==> config.mk <==
export PLATFORM = sky130hd
export DESIGN_NAME = regs_dbg_access_flat
export DESIGN_NICKNAME = d
export VERILOG_FILES = /design/src/rtl/regs_dbg_access_if.sv /design/src/rtl/regs_dbg_access.sv /design/src/flat_wrapper.sv
export SDC_FILE = /design/constraint.sdc
export NUM_CORES = 1
export LEC_CHECK = 0
export CORE_ASPECT_RATIO = 0.75
export CORE_MARGIN = 8
export CORE_UTILIZATION = 30
export CTS_CLUSTER_DIAMETER = 120
export DETAILED_ROUTE_END_ITERATION = 12
export RECOVER_POWER = 25
export SLEW_MARGIN = 40
export SYNTH_ARGS = -nofsm -noshare
export SYNTH_HDL_FRONTEND = slang
export SYNTH_SLANG_ARGS = --single-unit
==> constraint.sdc <==
create_clock -name clk -period 2.58 [get_ports clk]
set_input_delay 0.258 -clock clk [delete_from_list [all_inputs] [get_ports clk]]
set_output_delay 0.258 -clock clk [all_outputs]
set_load 0.005 [all_outputs]
==> src/rtl/regs_dbg_access_if.sv <==
// rtl/regs_dbg_access_if.sv - debug request/response and register-file port bundle for regs_dbg_access
interface regs_dbg_access_if #(
  parameter int DW = 32,
  parameter int AW = 5
) ();
  logic          dbg_req_valid_i;
  logic          dbg_req_ready_o;
  logic          dbg_req_we_i;
  logic [AW-1:0] dbg_req_addr_i;
  logic [DW-1:0] dbg_req_wdata_i;
  logic          dbg_rsp_valid_o;
  logic          dbg_rsp_ready_i;
  logic [DW-1:0] dbg_rsp_rdata_o;
  logic          dbg_rsp_err_o;
  logic          halt_o;
  logic          halted_i;
  logic          ex_we_i;
  logic [AW-1:0] ex_waddr_i;
  logic [DW-1:0] ex_wdata_i;
  logic          regs_we_o;
  logic [AW-1:0] regs_waddr_o;
  logic [DW-1:0] regs_wdata_o;
  logic [AW-1:0] id_raddr2_i;
  logic [AW-1:0] regs_raddr2_o;
  logic [DW-1:0] regs_rdata2_i;

  modport slave (
    input  dbg_req_valid_i, dbg_req_we_i, dbg_req_addr_i, dbg_req_wdata_i,
    input  dbg_rsp_ready_i, halted_i, ex_we_i, ex_waddr_i, ex_wdata_i,
    input  id_raddr2_i, regs_rdata2_i,
    output dbg_req_ready_o, dbg_rsp_valid_o, dbg_rsp_rdata_o, dbg_rsp_err_o,
    output halt_o, regs_we_o, regs_waddr_o, regs_wdata_o, regs_raddr2_o
  );

  modport master (
    output dbg_req_valid_i, dbg_req_we_i, dbg_req_addr_i, dbg_req_wdata_i,
    output dbg_rsp_ready_i, halted_i, ex_we_i, ex_waddr_i, ex_wdata_i,
    output id_raddr2_i, regs_rdata2_i,
    input  dbg_req_ready_o, dbg_rsp_valid_o, dbg_rsp_rdata_o, dbg_rsp_err_o,
    input  halt_o, regs_we_o, regs_waddr_o, regs_wdata_o, regs_raddr2_o
  );
endinterface

==> src/rtl/regs_dbg_access.sv <==
// rtl/regs_dbg_access.sv - debug-host access engine for the GPR file; halts the core and borrows its ports
module regs_dbg_access #(
  parameter int DW           = 32,
  parameter int AW           = 5,
  parameter int HALT_TIMEOUT = 255,
  parameter int TW           = 8
) (
  input logic              clk,
  input logic              rst,
  regs_dbg_access_if.slave bus
);

  typedef enum logic [1:0] {IDLE, HALT, ACCESS, RESP} state_t;

  localparam logic [TW-1:0] TIMER_LAST = TW'(HALT_TIMEOUT - 1);

  state_t        state_q, state_d;
  logic [TW-1:0] timer_q, timer_d;
  logic          we_q, we_d;
  logic [AW-1:0] addr_q, addr_d;
  logic [DW-1:0] wdata_q, wdata_d;
  logic [DW-1:0] rdata_q, rdata_d;
  logic          err_q, err_d;
  logic          issue_wr;
  logic          issue_rd;

  always_ff @(posedge clk) begin
    if (rst) begin
      state_q <= IDLE;
      timer_q <= '0;
      we_q    <= 1'b0;
      addr_q  <= '0;
      wdata_q <= '0;
      rdata_q <= '0;
      err_q   <= 1'b0;
    end else begin
      state_q <= state_d;
      timer_q <= timer_d;
      we_q    <= we_d;
      addr_q  <= addr_d;
      wdata_q <= wdata_d;
      rdata_q <= rdata_d;
      err_q   <= err_d;
    end
  end

  always_comb begin
    state_d  = state_q;
    timer_d  = timer_q;
    we_d     = we_q;
    addr_d   = addr_q;
    wdata_d  = wdata_q;
    rdata_d  = rdata_q;
    err_d    = err_q;
    issue_wr = 1'b0;
    issue_rd = 1'b0;
    case (state_q)
      IDLE: begin
        if (bus.dbg_req_valid_i) begin
          we_d    = bus.dbg_req_we_i;
          addr_d  = bus.dbg_req_addr_i;
          wdata_d = bus.dbg_req_wdata_i;
          timer_d = '0;
          state_d = HALT;
        end
      end
      HALT: begin
        if (bus.halted_i) begin
          state_d = ACCESS;
        end else if (timer_q == TIMER_LAST) begin
          rdata_d = '0;
          err_d   = 1'b1;
          state_d = RESP;
        end else begin
          timer_d = timer_q + 1'b1;
        end
      end
      ACCESS: begin
        if (we_q) begin
          // ex writeback owns the write port; the debug write waits for a free cycle
          if (!bus.ex_we_i) begin
            issue_wr = 1'b1;
            rdata_d  = '0;
            err_d    = 1'b0;
            state_d  = RESP;
          end
        end else begin
          issue_rd = 1'b1;
          rdata_d  = bus.regs_rdata2_i;
          err_d    = 1'b0;
          state_d  = RESP;
        end
      end
      RESP: begin
        if (bus.dbg_rsp_ready_i) begin
          state_d = IDLE;
        end
      end
      default: state_d = IDLE;
    endcase
  end

  assign bus.dbg_req_ready_o = (state_q == IDLE) && !rst;
  assign bus.dbg_rsp_valid_o = (state_q == RESP);
  assign bus.dbg_rsp_rdata_o = rdata_q;
  assign bus.dbg_rsp_err_o   = err_q;
  assign bus.halt_o          = (state_q != IDLE);

  // write port is silenced during reset so an aborted access can never leak a write
  assign bus.regs_we_o       = !rst && (issue_wr || bus.ex_we_i);
  assign bus.regs_waddr_o    = issue_wr ? addr_q  : bus.ex_waddr_i;
  assign bus.regs_wdata_o    = issue_wr ? wdata_q : bus.ex_wdata_i;
  assign bus.regs_raddr2_o   = issue_rd ? addr_q  : bus.id_raddr2_i;

endmodule

==> src/flat_wrapper.sv <==
// flat-port wrapper written by rule: the top's interface ports become plain ports
module regs_dbg_access_flat 
#(
  parameter int DW           = 32,
  parameter int AW           = 5,
  parameter int HALT_TIMEOUT = 255,
  parameter int TW           = 8
)
  (clk, rst, bus_dbg_req_valid_i, bus_dbg_req_we_i, bus_dbg_req_addr_i, bus_dbg_req_wdata_i, bus_dbg_rsp_ready_i, bus_halted_i, bus_ex_we_i, bus_ex_waddr_i, bus_ex_wdata_i, bus_id_raddr2_i, bus_regs_rdata2_i, bus_dbg_req_ready_o, bus_dbg_rsp_valid_o, bus_dbg_rsp_rdata_o, bus_dbg_rsp_err_o, bus_halt_o, bus_regs_we_o, bus_regs_waddr_o, bus_regs_wdata_o, bus_regs_raddr2_o);
  regs_dbg_access_if #(.DW(DW), .AW(AW)) bus_i ();
  input logic clk;
  input logic rst;
  input wire logic [$bits(bus_i.dbg_req_valid_i)-1:0] bus_dbg_req_valid_i;
  input wire logic [$bits(bus_i.dbg_req_we_i)-1:0] bus_dbg_req_we_i;
  input wire logic [$bits(bus_i.dbg_req_addr_i)-1:0] bus_dbg_req_addr_i;
  input wire logic [$bits(bus_i.dbg_req_wdata_i)-1:0] bus_dbg_req_wdata_i;
  input wire logic [$bits(bus_i.dbg_rsp_ready_i)-1:0] bus_dbg_rsp_ready_i;
  input wire logic [$bits(bus_i.halted_i)-1:0] bus_halted_i;
  input wire logic [$bits(bus_i.ex_we_i)-1:0] bus_ex_we_i;
  input wire logic [$bits(bus_i.ex_waddr_i)-1:0] bus_ex_waddr_i;
  input wire logic [$bits(bus_i.ex_wdata_i)-1:0] bus_ex_wdata_i;
  input wire logic [$bits(bus_i.id_raddr2_i)-1:0] bus_id_raddr2_i;
  input wire logic [$bits(bus_i.regs_rdata2_i)-1:0] bus_regs_rdata2_i;
  output wire logic [$bits(bus_i.dbg_req_ready_o)-1:0] bus_dbg_req_ready_o;
  output wire logic [$bits(bus_i.dbg_rsp_valid_o)-1:0] bus_dbg_rsp_valid_o;
  output wire logic [$bits(bus_i.dbg_rsp_rdata_o)-1:0] bus_dbg_rsp_rdata_o;
  output wire logic [$bits(bus_i.dbg_rsp_err_o)-1:0] bus_dbg_rsp_err_o;
  output wire logic [$bits(bus_i.halt_o)-1:0] bus_halt_o;
  output wire logic [$bits(bus_i.regs_we_o)-1:0] bus_regs_we_o;
  output wire logic [$bits(bus_i.regs_waddr_o)-1:0] bus_regs_waddr_o;
  output wire logic [$bits(bus_i.regs_wdata_o)-1:0] bus_regs_wdata_o;
  output wire logic [$bits(bus_i.regs_raddr2_o)-1:0] bus_regs_raddr2_o;
  assign bus_i.dbg_req_valid_i = bus_dbg_req_valid_i;
  assign bus_i.dbg_req_we_i = bus_dbg_req_we_i;
  assign bus_i.dbg_req_addr_i = bus_dbg_req_addr_i;
  assign bus_i.dbg_req_wdata_i = bus_dbg_req_wdata_i;
  assign bus_i.dbg_rsp_ready_i = bus_dbg_rsp_ready_i;
  assign bus_i.halted_i = bus_halted_i;
  assign bus_i.ex_we_i = bus_ex_we_i;
  assign bus_i.ex_waddr_i = bus_ex_waddr_i;
  assign bus_i.ex_wdata_i = bus_ex_wdata_i;
  assign bus_i.id_raddr2_i = bus_id_raddr2_i;
  assign bus_i.regs_rdata2_i = bus_regs_rdata2_i;
  assign bus_dbg_req_ready_o = bus_i.dbg_req_ready_o;
  assign bus_dbg_rsp_valid_o = bus_i.dbg_rsp_valid_o;
  assign bus_dbg_rsp_rdata_o = bus_i.dbg_rsp_rdata_o;
  assign bus_dbg_rsp_err_o = bus_i.dbg_rsp_err_o;
  assign bus_halt_o = bus_i.halt_o;
  assign bus_regs_we_o = bus_i.regs_we_o;
  assign bus_regs_waddr_o = bus_i.regs_waddr_o;
  assign bus_regs_wdata_o = bus_i.regs_wdata_o;
  assign bus_regs_raddr2_o = bus_i.regs_raddr2_o;
  regs_dbg_access #(.DW(DW), .AW(AW), .HALT_TIMEOUT(HALT_TIMEOUT), .TW(TW)) u_core (.clk(clk), .rst(rst), .bus(bus_i));
endmodule
==> impl_summary.log <==
INFO  metric tritoncts_clock_tree = built
INFO  metric cts-buffers-inserted = 9
INFO  metric worst-path-max-fanout = 18
INFO  metric global_route.overflow_total = 0
INFO  metric worstPathCellList = inv_1 > ha_4 > nand3b_1 > buf_4 > buf_16 > mux2_2 > clkdlybuf4s50_1
INFO  metric dieHeight = 115 um
INFO  metric cts-root-to-sink-buffers = 2
INFO  metric relSlewSlack = 0.455
INFO  metric dieArea = 0.0170 sq mm
INFO  metric syn_area_per_cell = 8.77 sq um
INFO  metric global_route_met3_usage = 0.0558
INFO  metric cp-end-kind = output port
INFO  metric achievable-frequency = 406 MHz
INFO  metric layout.filler_cells = 1228
INFO  metric cts-htree-levels = 3
INFO  metric tns = 0 ps
INFO  metric postSynthCellCount = 446
INFO  metric synth-simple-area-share = 0.212
INFO  metric drv_cap = 0
INFO  metric critPathArrivalTime = 2210 ps
INFO  metric grt_setup_unrepaired = no
INFO  metric cp.required = 2320 ps
INFO  metric ys_top_cells_by_area = sky130_fd_sc_hd__dfxtp_1 (41%), sky130_fd_sc_hd__mux2_2 (12%), sky130_fd_sc_hd__nand2_1 (11%)
INFO  metric wire_per_inst = 16.4 um
INFO  metric antenna_violations_before_repair = 0
INFO  metric synth_seq_cells = 81
INFO  metric synth_cell_type_count = 33
INFO  metric grt_max_degree = 39
INFO  metric routed_via_density = 4.66
INFO  metric synth_area = 0.00391 sq mm
INFO  metric detail_route.iter0.violations = 140
INFO  metric final_layout_size_suffix_gt1_frac = 0.124
INFO  metric grt_util_all_layers = 0.154
INFO  metric rrSetupSlack = 620 ps
INFO  metric finalWorstPathRequiredPeriod = 2460 ps
INFO  metric via_count = 3797
INFO  metric first_global_vias = 3861
INFO  metric synth_mux_area_frac = 0.203
INFO  metric cpPeakStageDelay = 460 ps
INFO  metric drt-total-wl = 13400 um
INFO  metric synth_top_family_by_area = simple AND/OR/NAND/NOR gates
INFO  metric multiInputGateArea = 0.00214 sq mm
INFO  metric grtUsageMet2 = 0.241
INFO  metric worst_setup_path_start_kind = flip-flop
INFO  metric vdd_drop_max = 0.000457 V
INFO  metric num_antenna_cells = 0
INFO  metric yosys.area.top_type_share = 0.414
INFO  metric netlist.top_cell.by_area = sky130_fd_sc_hd__dfxtp_1
INFO  metric fin_hold_ws = 317 ps
INFO  metric clk_pin_slew = 60 ps
INFO  metric yosys.area_share.xor_xnor = 0
INFO  metric critical_path.reg2reg.startpoint = u_core.state_q[1]
INFO  metric cts-root-buf = sky130_fd_sc_hd__clkbuf_16
INFO  metric timing_worst_setup_path_type = reg -> out
INFO  metric fin_worst_skew = 7.53 ps
INFO  metric clock_latency = 330 ps
INFO  metric grt-busiest-layer = met2
INFO  metric status = complete, no violations
INFO  metric leakagePower = 0.00250 uW
INFO  metric cts.sink_count = 81
INFO  metric synth_sequential_area_ratio = 0.414
INFO  metric routed_antenna_nets = 0
INFO  metric setup_violations = 0
INFO  metric drv_slew = 0
INFO  metric slew_of_the_pin_with_the_lowest_slew_margin = 817 ps
INFO  metric area_growth = 64.8%
INFO  metric grt_first_pass_wirelength = 20900 um
INFO  metric io_buffers = 196
INFO  metric synth-compound-area-share = 0.109
INFO  metric crit_path_start = u_core.state_q[0]
INFO  metric holdBufCountCts = 0
INFO  metric power-per-cell-area = 674 mW/mm^2
INFO  metric hp-start = rst
INFO  metric hp-class = in -> reg
INFO  metric sequential_cell_area = 0.00162 sq mm
INFO  metric finalCritPeriodShare = 0.955
INFO  metric detailedRoute.firstPassIterationCount = 4
INFO  metric synthAdderAreaFrac = 0.0192
INFO  metric number_of_nets_produced_by_synthesis = 570
INFO  metric cp_slowest_cell = sky130_fd_sc_hd__clkdlybuf4s50_1
INFO  metric timing.critical_path.max_delay_family = buffers and inverters
INFO  metric final_nets = 763
INFO  metric design.portCount = 197
INFO  metric dpl.cell_count = 794
INFO  metric remaining_drc_errors = 0
INFO  metric floorplan.die.width = 148 um
INFO  metric floorplan_core_area = 0.0129 sq mm
INFO  metric layoutNonFillerInstCount = 814
INFO  metric hold_viol_final = 0
INFO  metric hpwlAfterDp = 9640 um
INFO  metric std_cell_rows = 36
INFO  metric worstPathBufferInverterCount = 4
INFO  metric yosysWarnings = 0
INFO  metric grtUsageMet1 = 0.197
INFO  metric place.gp.congestion = 0.780
INFO  metric start_util = 0.304
-- registers in the layout, indices dropped and copies added (netlist names) --
signal / count
u_core.bus.dbg_rsp_rdata_o: 32
u_core.wdata_q: 32
u_core.timer_q: 8
u_core.addr_q: 5
u_core.state_q: 2
u_core.bus.dbg_rsp_err_o: 1
u_core.we_q: 1
-- final timing paths --
kind / to / cells after the start
min reg2reg: u_core.wdata_q[4] / 2
min: u_core.state_q[0] / 2
max reg2reg: u_core.timer_q[1] / 6
max: bus_regs_wdata_o[11] / 7
-- kinds of logic (layout without fill, tap and decap cells) --
group / count (synthesis) / after routing
multiplexers: 74 / 74
AND/OR/NAND/NOR: 177 / 177
adder cells (fa/ha/maj): 6 / 6
flip-flops: 81 / 81
AO/OA/AOI/OAI: 73 / 73
buffers and inverters: 35 / 232
-- per-stage QoR --
step                      cell area [sq um]  setup WS (ps)   util  total power [uW]
after global placement                 6040            295  0.469              3060
final                                  6450            117  0.500              4340
after detailed placement               6040            287  0.469              3090
after global routing                   6450           4.97  0.500              4610
after CTS                              6430           5.84  0.499              4420
after floorplan                        3910            635      -              2480
-- cells in the mapped netlist, drive strengths merged --
master and instances:
clkbuf 21, mux2 42, nand2b 36, o21a 1, mux2i 32, nor2b 1, nand4 2, or3b 2
o31ai 3, inv 6, nand3b 1, a21oi 48, nor2 5, nand2 114, ha 6, dfxtp 81
a31oi 2, o211ai 3, or3 1, o21ai 8, buf 8, and4 1, a41oi 1, a21o 1
a311oi 6, and3 4, nand3 8, and2 2
-- what timing repair did --
action | CTS | global route
pin swaps | 1 | 0
setup buffers | 2 | 1
endpoints found under the setup margin | 39 | 12
gates resized for setup | 9 | 6
cloned | 2 | 0
-- where the power goes --
| group | switching, uW | total [uW] | internal [uW] |
|---|---|---|---|
| registers | 101 | 1510 | 1410 |
| logic | 770 | 1550 | 778 |
| clock network | 509 | 1280 | 773 |
| total | 1380 | 4340 | 2960 |
-- routing by layer --
metal	share of wire	wire [um]
met3	0.076	1020
met1	0.47	6280
met2	0.45	5970
met4	0.0073	97
met5	0	0
-- cell usage in the layout (no fill, tap or decap), drive strengths merged, types with 6 or more instances in the layout --
master / instances
clkbuf: 12
o21ai: 8
clkdlybuf4s50: 153
dlygate4sd3: 33
a21oi: 48
nand2: 114
nand2b: 36
nand3: 8
mux2: 42
ha: 6
dlymetal6s2s: 6
inv: 6
dfxtp: 81
mux2i: 32
buf: 14
a311oi: 6
-- layout make-up --
cell class                 count  area share
sequential                    81       0.252
inverter                       6     0.00349
clock buffer                  11      0.0376
clock inverter                 4     0.00834
timing repair buffer         211       0.334
tap                          171      0.0332
multi-input combinational    330       0.332
Note: power is estimated with default switching activity, not from simulation.
